===== src/rtl/mc_ctrl.sv =====
// Multi-cycle control sequencer: FETCH/DECODE/EXEC/MEM/WB/HALT driving datapath strobes.
// Build option: define MC_CTRL_ADDI_EN to decode opcode 0x08 as addi (otherwise it is illegal).
module mc_ctrl #(
   parameter int MAX_INSTR = 11,
   parameter int CNT_W     = 16
) (
   input  logic             clk,
   input  logic             rst,
   input  logic [31:0]      ins,
   input  logic             zero,
   output logic             irLoad,
   output logic             RegDst,
   output logic             RegWrite,
   output logic             ALUSrc,
   output logic [2:0]       op,
   output logic             MemRead,
   output logic             MemWrite,
   output logic             Mem2Reg,
   output logic [1:0]       PCsel,
   output logic             PCload,
   output logic             illegal,
   output logic             done,
   output logic [CNT_W-1:0] retired,
   output logic [2:0]       dbg_state
);

   typedef enum logic [2:0] {
      S_FETCH  = 3'd0,
      S_DECODE = 3'd1,
      S_EXEC   = 3'd2,
      S_MEM    = 3'd3,
      S_WB     = 3'd4,
      S_HALT   = 3'd5
   } state_t;

   localparam logic [CNT_W-1:0] CNT_ONE = {{(CNT_W-1){1'b0}}, 1'b1};
   localparam logic [CNT_W-1:0] CNT_MAX = CNT_W'(MAX_INSTR);
   localparam bit               HALT_EN = (MAX_INSTR != 0);

`ifdef MC_CTRL_ADDI_EN
   localparam bit ADDI_EN = 1'b1;
`else
   localparam bit ADDI_EN = 1'b0;
`endif

   state_t           state_q, state_d;
   logic [5:0]       opcode_q, opcode_d;
   logic [5:0]       funct_q, funct_d;
   logic [CNT_W-1:0] retired_q, retired_d;
   logic             illegal_q, illegal_d;

   // Only the opcode and funct fields matter to the sequencer.
   logic ins_unused;
   assign ins_unused = ^ins[25:6];

   logic       is_r, is_addi, is_lw, is_sw, is_beq, is_j, r_ok, legal;
   logic [2:0] r_op;

   always_comb begin
      r_op = 3'd0;
      r_ok = 1'b1;
      case (funct_q)
         6'h20:   r_op = 3'd2;
         6'h22:   r_op = 3'd6;
         6'h24:   r_op = 3'd0;
         6'h25:   r_op = 3'd1;
         6'h2A:   r_op = 3'd7;
         default: r_ok = 1'b0;
      endcase
   end

   assign is_r    = (opcode_q == 6'h00);
   assign is_addi = ADDI_EN && (opcode_q == 6'h08);
   assign is_lw   = (opcode_q == 6'h23);
   assign is_sw   = (opcode_q == 6'h2B);
   assign is_beq  = (opcode_q == 6'h04);
   assign is_j    = (opcode_q == 6'h02);
   assign legal   = (is_r && r_ok) || is_addi || is_lw || is_sw || is_beq || is_j;

   logic       s_irload, s_regdst, s_regwrite, s_alusrc;
   logic       s_memread, s_memwrite, s_mem2reg, s_pcload, retire;
   logic [2:0] s_op;
   logic [1:0] s_pcsel;

   always_comb begin
      state_d    = state_q;
      opcode_d   = opcode_q;
      funct_d    = funct_q;
      retired_d  = retired_q;
      illegal_d  = illegal_q;
      s_irload   = 1'b0;
      s_regdst   = 1'b0;
      s_regwrite = 1'b0;
      s_alusrc   = 1'b0;
      s_memread  = 1'b0;
      s_memwrite = 1'b0;
      s_mem2reg  = 1'b0;
      s_pcload   = 1'b0;
      s_op       = 3'd0;
      s_pcsel    = 2'd0;
      retire     = 1'b0;

      case (state_q)
         S_FETCH: begin
            s_irload = 1'b1;
            opcode_d = ins[31:26];
            funct_d  = ins[5:0];
            state_d  = S_DECODE;
         end
         S_DECODE: state_d = S_EXEC;
         S_EXEC: begin
            if (!legal) begin
               // Unsupported encodings complete as a NOP and flag it.
               s_pcload  = 1'b1;
               retire    = 1'b1;
               illegal_d = 1'b1;
            end else if (is_r) begin
               s_op    = r_op;
               state_d = S_WB;
            end else if (is_addi) begin
               s_op     = 3'd2;
               s_alusrc = 1'b1;
               state_d  = S_WB;
            end else if (is_lw || is_sw) begin
               s_op     = 3'd2;
               s_alusrc = 1'b1;
               state_d  = S_MEM;
            end else if (is_beq) begin
               s_op     = 3'd6;
               s_pcsel  = {1'b0, zero};
               s_pcload = 1'b1;
               retire   = 1'b1;
            end else begin
               s_pcsel  = 2'd2;
               s_pcload = 1'b1;
               retire   = 1'b1;
            end
         end
         S_MEM: begin
            if (is_lw) begin
               s_memread = 1'b1;
               state_d   = S_WB;
            end else begin
               s_memwrite = 1'b1;
               s_pcload   = 1'b1;
               retire     = 1'b1;
            end
         end
         S_WB: begin
            s_regwrite = 1'b1;
            s_regdst   = is_r;
            s_mem2reg  = is_lw;
            s_pcload   = 1'b1;
            retire     = 1'b1;
         end
         S_HALT:  state_d = S_HALT;
         default: state_d = S_FETCH;
      endcase

      if (retire) begin
         retired_d = retired_q + CNT_ONE;
         state_d   = (HALT_EN && (retired_d == CNT_MAX)) ? S_HALT : S_FETCH;
      end
   end

   always_ff @(posedge clk) begin
      if (rst) begin
         state_q   <= S_FETCH;
         opcode_q  <= 6'd0;
         funct_q   <= 6'd0;
         retired_q <= '0;
         illegal_q <= 1'b0;
      end else begin
         state_q   <= state_d;
         opcode_q  <= opcode_d;
         funct_q   <= funct_d;
         retired_q <= retired_d;
         illegal_q <= illegal_d;
      end
   end

   // Every output reads zero for as long as rst is held, not just after the edge.
   assign irLoad    = s_irload & ~rst;
   assign RegDst    = s_regdst & ~rst;
   assign RegWrite  = s_regwrite & ~rst;
   assign ALUSrc    = s_alusrc & ~rst;
   assign op        = rst ? 3'd0 : s_op;
   assign MemRead   = s_memread & ~rst;
   assign MemWrite  = s_memwrite & ~rst;
   assign Mem2Reg   = s_mem2reg & ~rst;
   assign PCsel     = rst ? 2'd0 : s_pcsel;
   assign PCload    = s_pcload & ~rst;
   assign illegal   = illegal_q & ~rst;
   assign done      = (state_q == S_HALT) & ~rst;
   assign retired   = rst ? '0 : retired_q;
   assign dbg_state = rst ? 3'd0 : state_q;

endmodule


===== config.mk =====
export PLATFORM = sky130hd
export DESIGN_NAME = mc_ctrl
export DESIGN_NICKNAME = d
export VERILOG_FILES = /design/src/rtl/mc_ctrl.sv
export SDC_FILE = /design/constraint.sdc
export NUM_CORES = 1
export LEC_CHECK = 0
export BUFFER_PORTS_ARGS = -buffer_cell sky130_fd_sc_hd__buf_4
export CORE_MARGIN = 2
export CORE_UTILIZATION = 46
export DETAILED_ROUTE_END_ITERATION = 12
export GPL_ROUTABILITY_DRIVEN = 0
export HOLD_SLACK_MARGIN = 0.05
export PLACE_DENSITY = 0.79
export SLEW_MARGIN = 20
export SYNTH_ARGS = -nofsm -noshare
export SYNTH_HDL_FRONTEND = slang
export SYNTH_SLANG_ARGS = --single-unit

===== constraint.sdc =====
create_clock -name clk -period 2.37 [get_ports clk]
set_clock_uncertainty 0.1 [all_clocks]
set_input_delay 0.1185 -clock clk [delete_from_list [all_inputs] [get_ports clk]]
set_output_delay 0.1185 -clock clk [all_outputs]
set_load 0.01 [all_outputs]

==> flow_metrics.env, run 1 <==
export IMPL_finalSetupTns_ns=-3.483
export IMPL_core_um2=4414
export IMPL_drv_cap=0
export IMPL_nets=400
export IMPL_finalInstanceArea_um2=3146
export IMPL_failed_checks="setup timing"
export IMPL_max_stage_delay_ns=0.53
export IMPL_portBuffers=48
export IMPL_routedWlPerCell_um=14.98
export IMPL_cts_tree="built"
export IMPL_setup_viol=24
export IMPL_leakagePower_uw=0.001235
export IMPL_synth_warning_count=0
export IMPL_ant_nets=0
export IMPL_holdPathStages=2
export IMPL_hold_class="in -> reg"
export IMPL_final_max_slew_viol_count=0
export IMPL_initial_core_util_pct=48.30
export IMPL_hold_violations=0
export IMPL_pin_count=69
export IMPL_pwr_share_clk_pct=14.4
export IMPL_grt_pass1_vias=2090
export IMPL_seqPwrFrac_pct=24.2
export IMPL_h_tree_depth=2
export IMPL_die_w_um=72.08
export IMPL_synth_area_leader_cell="dfxtp_1"
export IMPL_async_flop_share_pct=0
export IMPL_clk_path_buf_depth=2
export IMPL_final_core_util_pct=71.26
export IMPL_yosys_top_cells_count="nand2_1, dfxtp_1, nor2_1"
export IMPL_synth_distinct_cells=47
export IMPL_cts_made_buffers=5
export IMPL_cp_slowest_cell="or4_4"
export IMPL_swShare_pct=43.14
export IMPL_ys_flop_type="dfxtp_1"
export IMPL_drc=0
export IMPL_tightestPinTransition_ns=0.5798
export IMPL_die_y_um=72.08
export IMPL_r2r_cells=9
export IMPL_syn_nets=311
export IMPL_power_density_nw_per_um2=1025
export IMPL_timing_rr_start="opcode_q[0]"
export IMPL_drive_gt1_share_pct=38.84
export IMPL_multi_input_area_um2=1473
export IMPL_min_period_ns=2.699
export IMPL_synth_cells=274
export IMPL_overflow=0
export IMPL_n_antenna_cell=0
export IMPL_first_iter_violations=181
export IMPL_hpwl_mm=3.997
export IMPL_ys_top_cells_by_area="dfxtp_1, nand2_1, xnor2_1"
export IMPL_power_uw=3223
export IMPL_holdPathEnd="retired_q[13]"
export IMPL_die_area_um2=5196
export IMPL_dr_pass1_iters=4
export IMPL_r2r_slack_ns=-0.17
export IMPL_dpl_cell_area_um2=2731
export IMPL_max_slew_margin_pct=61.35
export IMPL_pwr_share_comb_pct=61.3
export IMPL_grt_max_degree=56
export IMPL_syn_area_um2=2132
export IMPL_vdd_drop_max_uv=633.9
export IMPL_period_share_pct=113.9
export IMPL_num_vias=2349
export IMPL_regArea_um2=643.1
export IMPL_fmax_mhz=370.5
export IMPL_grt_usage_pct=22.86
export IMPL_path_clk_slew_ns=0.06
export IMPL_status="complete, but fails checks"
export IMPL_synth_seq_cells=32
export IMPL_grt_antenna_before_repair=0
export IMPL_cp_cell_sequence="or4_4 -> or3_4 -> o32ai_4 -> buf_12 -> nand3_4 -> nor4_2 -> buf_4"
export IMPL_r2r_end="retired_q[8]"
export IMPL_critPathKind="reg -> out"
export IMPL_critPathMaxFanout=6
export IMPL_clock_latency_ns=0.29
export IMPL_areaGrowthSynthToFinish_pct=47.54
export IMPL_setup_ws_ns=-0.3288
export IMPL_p_int_uw=1832
export IMPL_drt_wl_total_mm=6.217
export IMPL_ys_seq_area_share_pct=30.05
export IMPL_crit_start="opcode_q[0]"
export IMPL_rsz0062_at_grt="yes"
export IMPL_ctsRootBufferMaster="clkbuf_8"
export IMPL_avgSynthCellArea_um2=7.781
export IMPL_cts_sinks=32
export IMPL_rows=24
export IMPL_yosysMostFrequentCell="nand2_1"
export IMPL_synth_edf_count=0
export IMPL_grt_pass1_wl_mm=9.418
export IMPL_yosys_area_top_type_share_pct=30.05
export IMPL_arrival_ns=2.48
export IMPL_min_from="rst"
export IMPL_start_kind="register"
export IMPL_p_sw_uw=1390
export IMPL_crit_path_end_kind="output pin"
export IMPL_required_ns=2.15
export IMPL_vias_per_cell=5.660
export IMPL_num_fill_cells=342
kinds of logic (layout without fill, tap and decap cells):
family / after synthesis / in the layout / share of synthesized area [%]
flops: 32 / 32 / 30.05
fa+ha+maj: 2 / 2 / 1.174
xor+xnor: 14 / 14 / 5.751
mux: 1 / 1 / 0.7040
compound gates: 59 / 59 / 20.13
simple gates: 136 / 136 / 35.68
buf+inv: 30 / 119 / 6.513
per-layer routing:
layer	up-vias	GRT usage [%]	part of all wire [%]
met4	0	11.74	1.5
met5	-	0	0
met3	8	3.750	4.3
li1	1150	-	-
met1	1124	28.68	43
met2	67	37.72	51
sequential cells by signal, indices dropped and copies added (netlist names):
signal and count:
illegal_q 1, opcode_q 6, state_q 3, retired_q 16
funct_q 6
stage by stage:
| step | hold WS, ns | setup WS [ns] | cells |
|---|---|---|---|
| 3_3_place_gp | 0.2701 | -0.03326 | 388 |
| 4_1_cts | 0.2011 | -0.2692 | 408 |
| 2_1_floorplan | 0.1545 | -0.1098 | 274 |
| 6_report | 0.1985 | -0.3288 | 415 |
| 3_5_place_dp | 0.2752 | -0.06381 | 388 |
| 5_1_grt | 0.2384 | -0.4026 | 415 |
how the worst max path moves through the flow:
| stage | cells past startpoint | slack, ns | to |
|---|---|---|---|
| floorplan | 7 | -0.11 | op[1] |
| global placement | 7 | -0.03 | retired_q[8] |
| detailed placement | 7 | -0.06 | retired_q[8] |
| CTS | 7 | -0.27 | op[0] |
| global route | 7 | -0.40 | op[2] |
| finish | 7 | -0.33 | op[2] |
cell type report:
cell class              count  area share [%]
clock buffers               7           3.063
inverters                   9           1.074
multi-input cells         212           46.82
flip-flops and latches     32           20.45
well taps                  52           2.068
repair buffers            103           26.53
power by group through the flow:
stage	logic, µW	registers (µW)	clock network (µW)
after floorplan	1000	744	0
after global placement	1490	776	0
after detailed placement	1510	783	0
after CTS	1610	771	471
after global routing	2140	798	487
final	1980	781	466
layout by cell type, fill, tap and decap left out, drive strengths merged, types with 7 or more instances in the layout:
cell type	n
a21oi	28
buf	91
clkbuf	7
dfxtp	32
dlygate4sd3	12
inv	9
nand2	38
nand3	7
nor2	24
nor2b	18
nor4	9
or3	8
or4	7
xnor2	13
critical path, delay by kind of cell (launching register included):
family,cells,cell delay [ns]
DFF,1,0.32
AOI/OAI and AO/OA,1,0.29
and+or+nand+nor,4,1.27
buffers and inverters,2,0.32
timing repair:
action / CTS / global route
buffers inserted: 1 / 8
gates resized for setup: 5 / 27
endpoints found under the hold margin: 12 / 0
pin swaps: 2 / 20
hold buffers: 12 / 0
endpoints found under the setup margin: 16 / 27
cloned: 0 / 0
Note: power is estimated with default switching activity, not from simulation.
==> run 2: changes to the inputs <==
--- a/config.mk
+++ b/config.mk
@@ -12,6 +12,7 @@
 export GPL_ROUTABILITY_DRIVEN = 0
 export HOLD_SLACK_MARGIN = 0.05
 export PLACE_DENSITY = 0.79
+export RECOVER_POWER = 100
 export SLEW_MARGIN = 20
 export SYNTH_ARGS = -nofsm -noshare
 export SYNTH_HDL_FRONTEND = slang
==> run 2 against run 1 <==
  * The run still ends with setup timing left
  * Design area down 3.0%
  * Non-clock buffer count did not move
  * Sequential cell count stayed put
  * Highest routed layer unchanged
  * Largest cell class unchanged
  * Global-route usage did not move
  * Maximum frequency rose by 0.15%
  * Sequential power about the same
  * Via count grew 0.47%
==> flow_metrics.env, run 2 (synthesis results as in run 1) <==
export IMPL_status="complete, but fails checks"
export IMPL_failed_checks="setup timing"
export IMPL_grt_max_degree=56
export IMPL_layout_commonest_cell="buf_4"
export IMPL_grt_pass1_wl_mm=9.418
export IMPL_r2r_cells=9
export IMPL_cts_sinks=32
export IMPL_critPathKind="reg -> out"
export IMPL_first_iter_violations=191
export IMPL_die_area_um2=5196
export IMPL_max_slew_margin_pct=61.86
export IMPL_reg_largest_list="retired_q: 16 flops, funct_q: 6 flops, opcode_q: 6 flops"
export IMPL_min_period_ns=2.695
export IMPL_final_max_slew_viol_count=0
export IMPL_num_fill_cells=378
export IMPL_holdPathEnd="retired_q[11]"
export IMPL_overflow=0
export IMPL_drc=0
export IMPL_h_tree_depth=2
export IMPL_holdPathStages=2
export IMPL_regArea_um2=643.1
export IMPL_timing_rr_start="opcode_q[0]"
export IMPL_regMostFlops="retired_q"
export IMPL_final_core_util_pct=69.10
export IMPL_core_um2=4414
export IMPL_ant_nets=0
export IMPL_routedWlPerCell_um=15.00
export IMPL_fmax_mhz=371.1
export IMPL_tightestPinTransition_ns=0.5721
export IMPL_required_ns=2.15
export IMPL_hpwl_mm=3.997
export IMPL_drv_cap=0
export IMPL_critPathMaxFanout=6
export IMPL_leakagePower_uw=0.001135
export IMPL_nets=400
export IMPL_drt_wl_total_mm=6.225
export IMPL_pin_count=69
export IMPL_clk_path_buf_depth=2
export IMPL_period_share_pct=113.7
export IMPL_multi_input_area_um2=1468
export IMPL_rsz0062_at_grt="yes"
export IMPL_r2r_end="retired_q[8]"
export IMPL_hold_class="in -> reg"
export IMPL_min_from="rst"
export IMPL_path_clk_slew_ns=0.07
export IMPL_vias_per_cell=5.687
export IMPL_die_w_um=72.08
export IMPL_grt_antenna_before_repair=0
export IMPL_clock_latency_ns=0.29
export IMPL_areaGrowthSynthToFinish_pct=43.08
export IMPL_largest_reg_flops=16
export IMPL_cts_made_buffers=5
export IMPL_start_kind="register"
export IMPL_die_y_um=72.08
export IMPL_drive_gt1_share_pct=31.96
export IMPL_r2r_slack_ns=-0.18
export IMPL_rows=24
export IMPL_arrival_ns=2.48
export IMPL_power_density_nw_per_um2=1044
export IMPL_ctsRootBufferMaster="clkbuf_8"
export IMPL_portBuffers=48
export IMPL_vdd_drop_max_uv=627.8
export IMPL_num_vias=2360
export IMPL_hold_violations=0
export IMPL_dr_pass1_iters=4
export IMPL_setup_ws_ns=-0.3248
export IMPL_final_cell_mix="buf_4, nand2_1, dfxtp_1"
export IMPL_grt_pass1_vias=2090
export IMPL_crit_path_end_kind="output pin"
export IMPL_initial_core_util_pct=48.30
export IMPL_cts_tree="built"
export IMPL_grt_usage_pct=22.86
export IMPL_power_uw=3186
export IMPL_n_antenna_cell=0
export IMPL_setup_viol=24
-- run 2: stage by stage --
| stage | instances | hold slack (ns) | setup TNS [ns] | area [µm²] | setup WS [ns] |
|---|---|---|---|---|---|
| CTS | 408 | 0.2011 | -1.935 | 2975 | -0.2692 |
| global route | 415 | 0.2384 | -5.782 | 3050 | -0.4026 |
| detailed placement | 388 | 0.2752 | -0.2593 | 2731 | -0.06381 |
| floorplan | 274 | 0.1545 | -0.5221 | 2143 | -0.1098 |
| finish | 415 | 0.1965 | -3.538 | 3050 | -0.3248 |
| global placement | 388 | 0.2701 | -0.06119 | 2731 | -0.03326 |
-- run 2: worst max-delay path by stage --
stage	startpoint	endpoint	slack, ns
2_1_floorplan	opcode_q[0]	op[1]	-0.11
3_3_place_gp	opcode_q[0]	retired_q[8]	-0.03
3_5_place_dp	opcode_q[0]	retired_q[8]	-0.06
4_1_cts	opcode_q[0]	op[0]	-0.27
5_1_grt	opcode_q[0]	op[2]	-0.40
6_report	opcode_q[0]	op[2]	-0.32
-- run 2: critical path: stages, from the launching register on --
cell,delay [ns]
dfxtp_2,0.32
or4_4,0.53
or3_4,0.36
o32ai_4,0.29
buf_12,0.15
nand3_4,0.12
nor4_2,0.26
buf_4,0.17
-- run 2: final cells by class --
cell class / instances / share of cell area (%)
multi-input combinational: 212 / 48.11
clock buffer: 7 / 3.158
timing repair buffer: 103 / 24.41
tap: 52 / 2.133
sequential: 32 / 21.08
inverter: 9 / 1.107
-- run 2: where the power goes --
part	switching [µW]	leakage, µW	total, µW	internal, µW
sequential	126	0.000262	779	652
combinational	1050	0.000822	1940	896
clock	204	0.0000503	463	258
-- run 2: timing repair --
action                                  4_1_cts  5_1_grt
hold buffers                                 12        0
hold endpoints to repair                     12        0
pin swaps                                     2       20
setup buffers                                 1        8
endpoints found under the setup margin       16       27
gates resized for setup                       5       27
-- run 2: per-layer routing --
layer	GRT usage [%]	wire, µm
met1	28.68	2560
met2	37.72	3201
met3	3.750	335
met4	11.74	127
met5	0	0
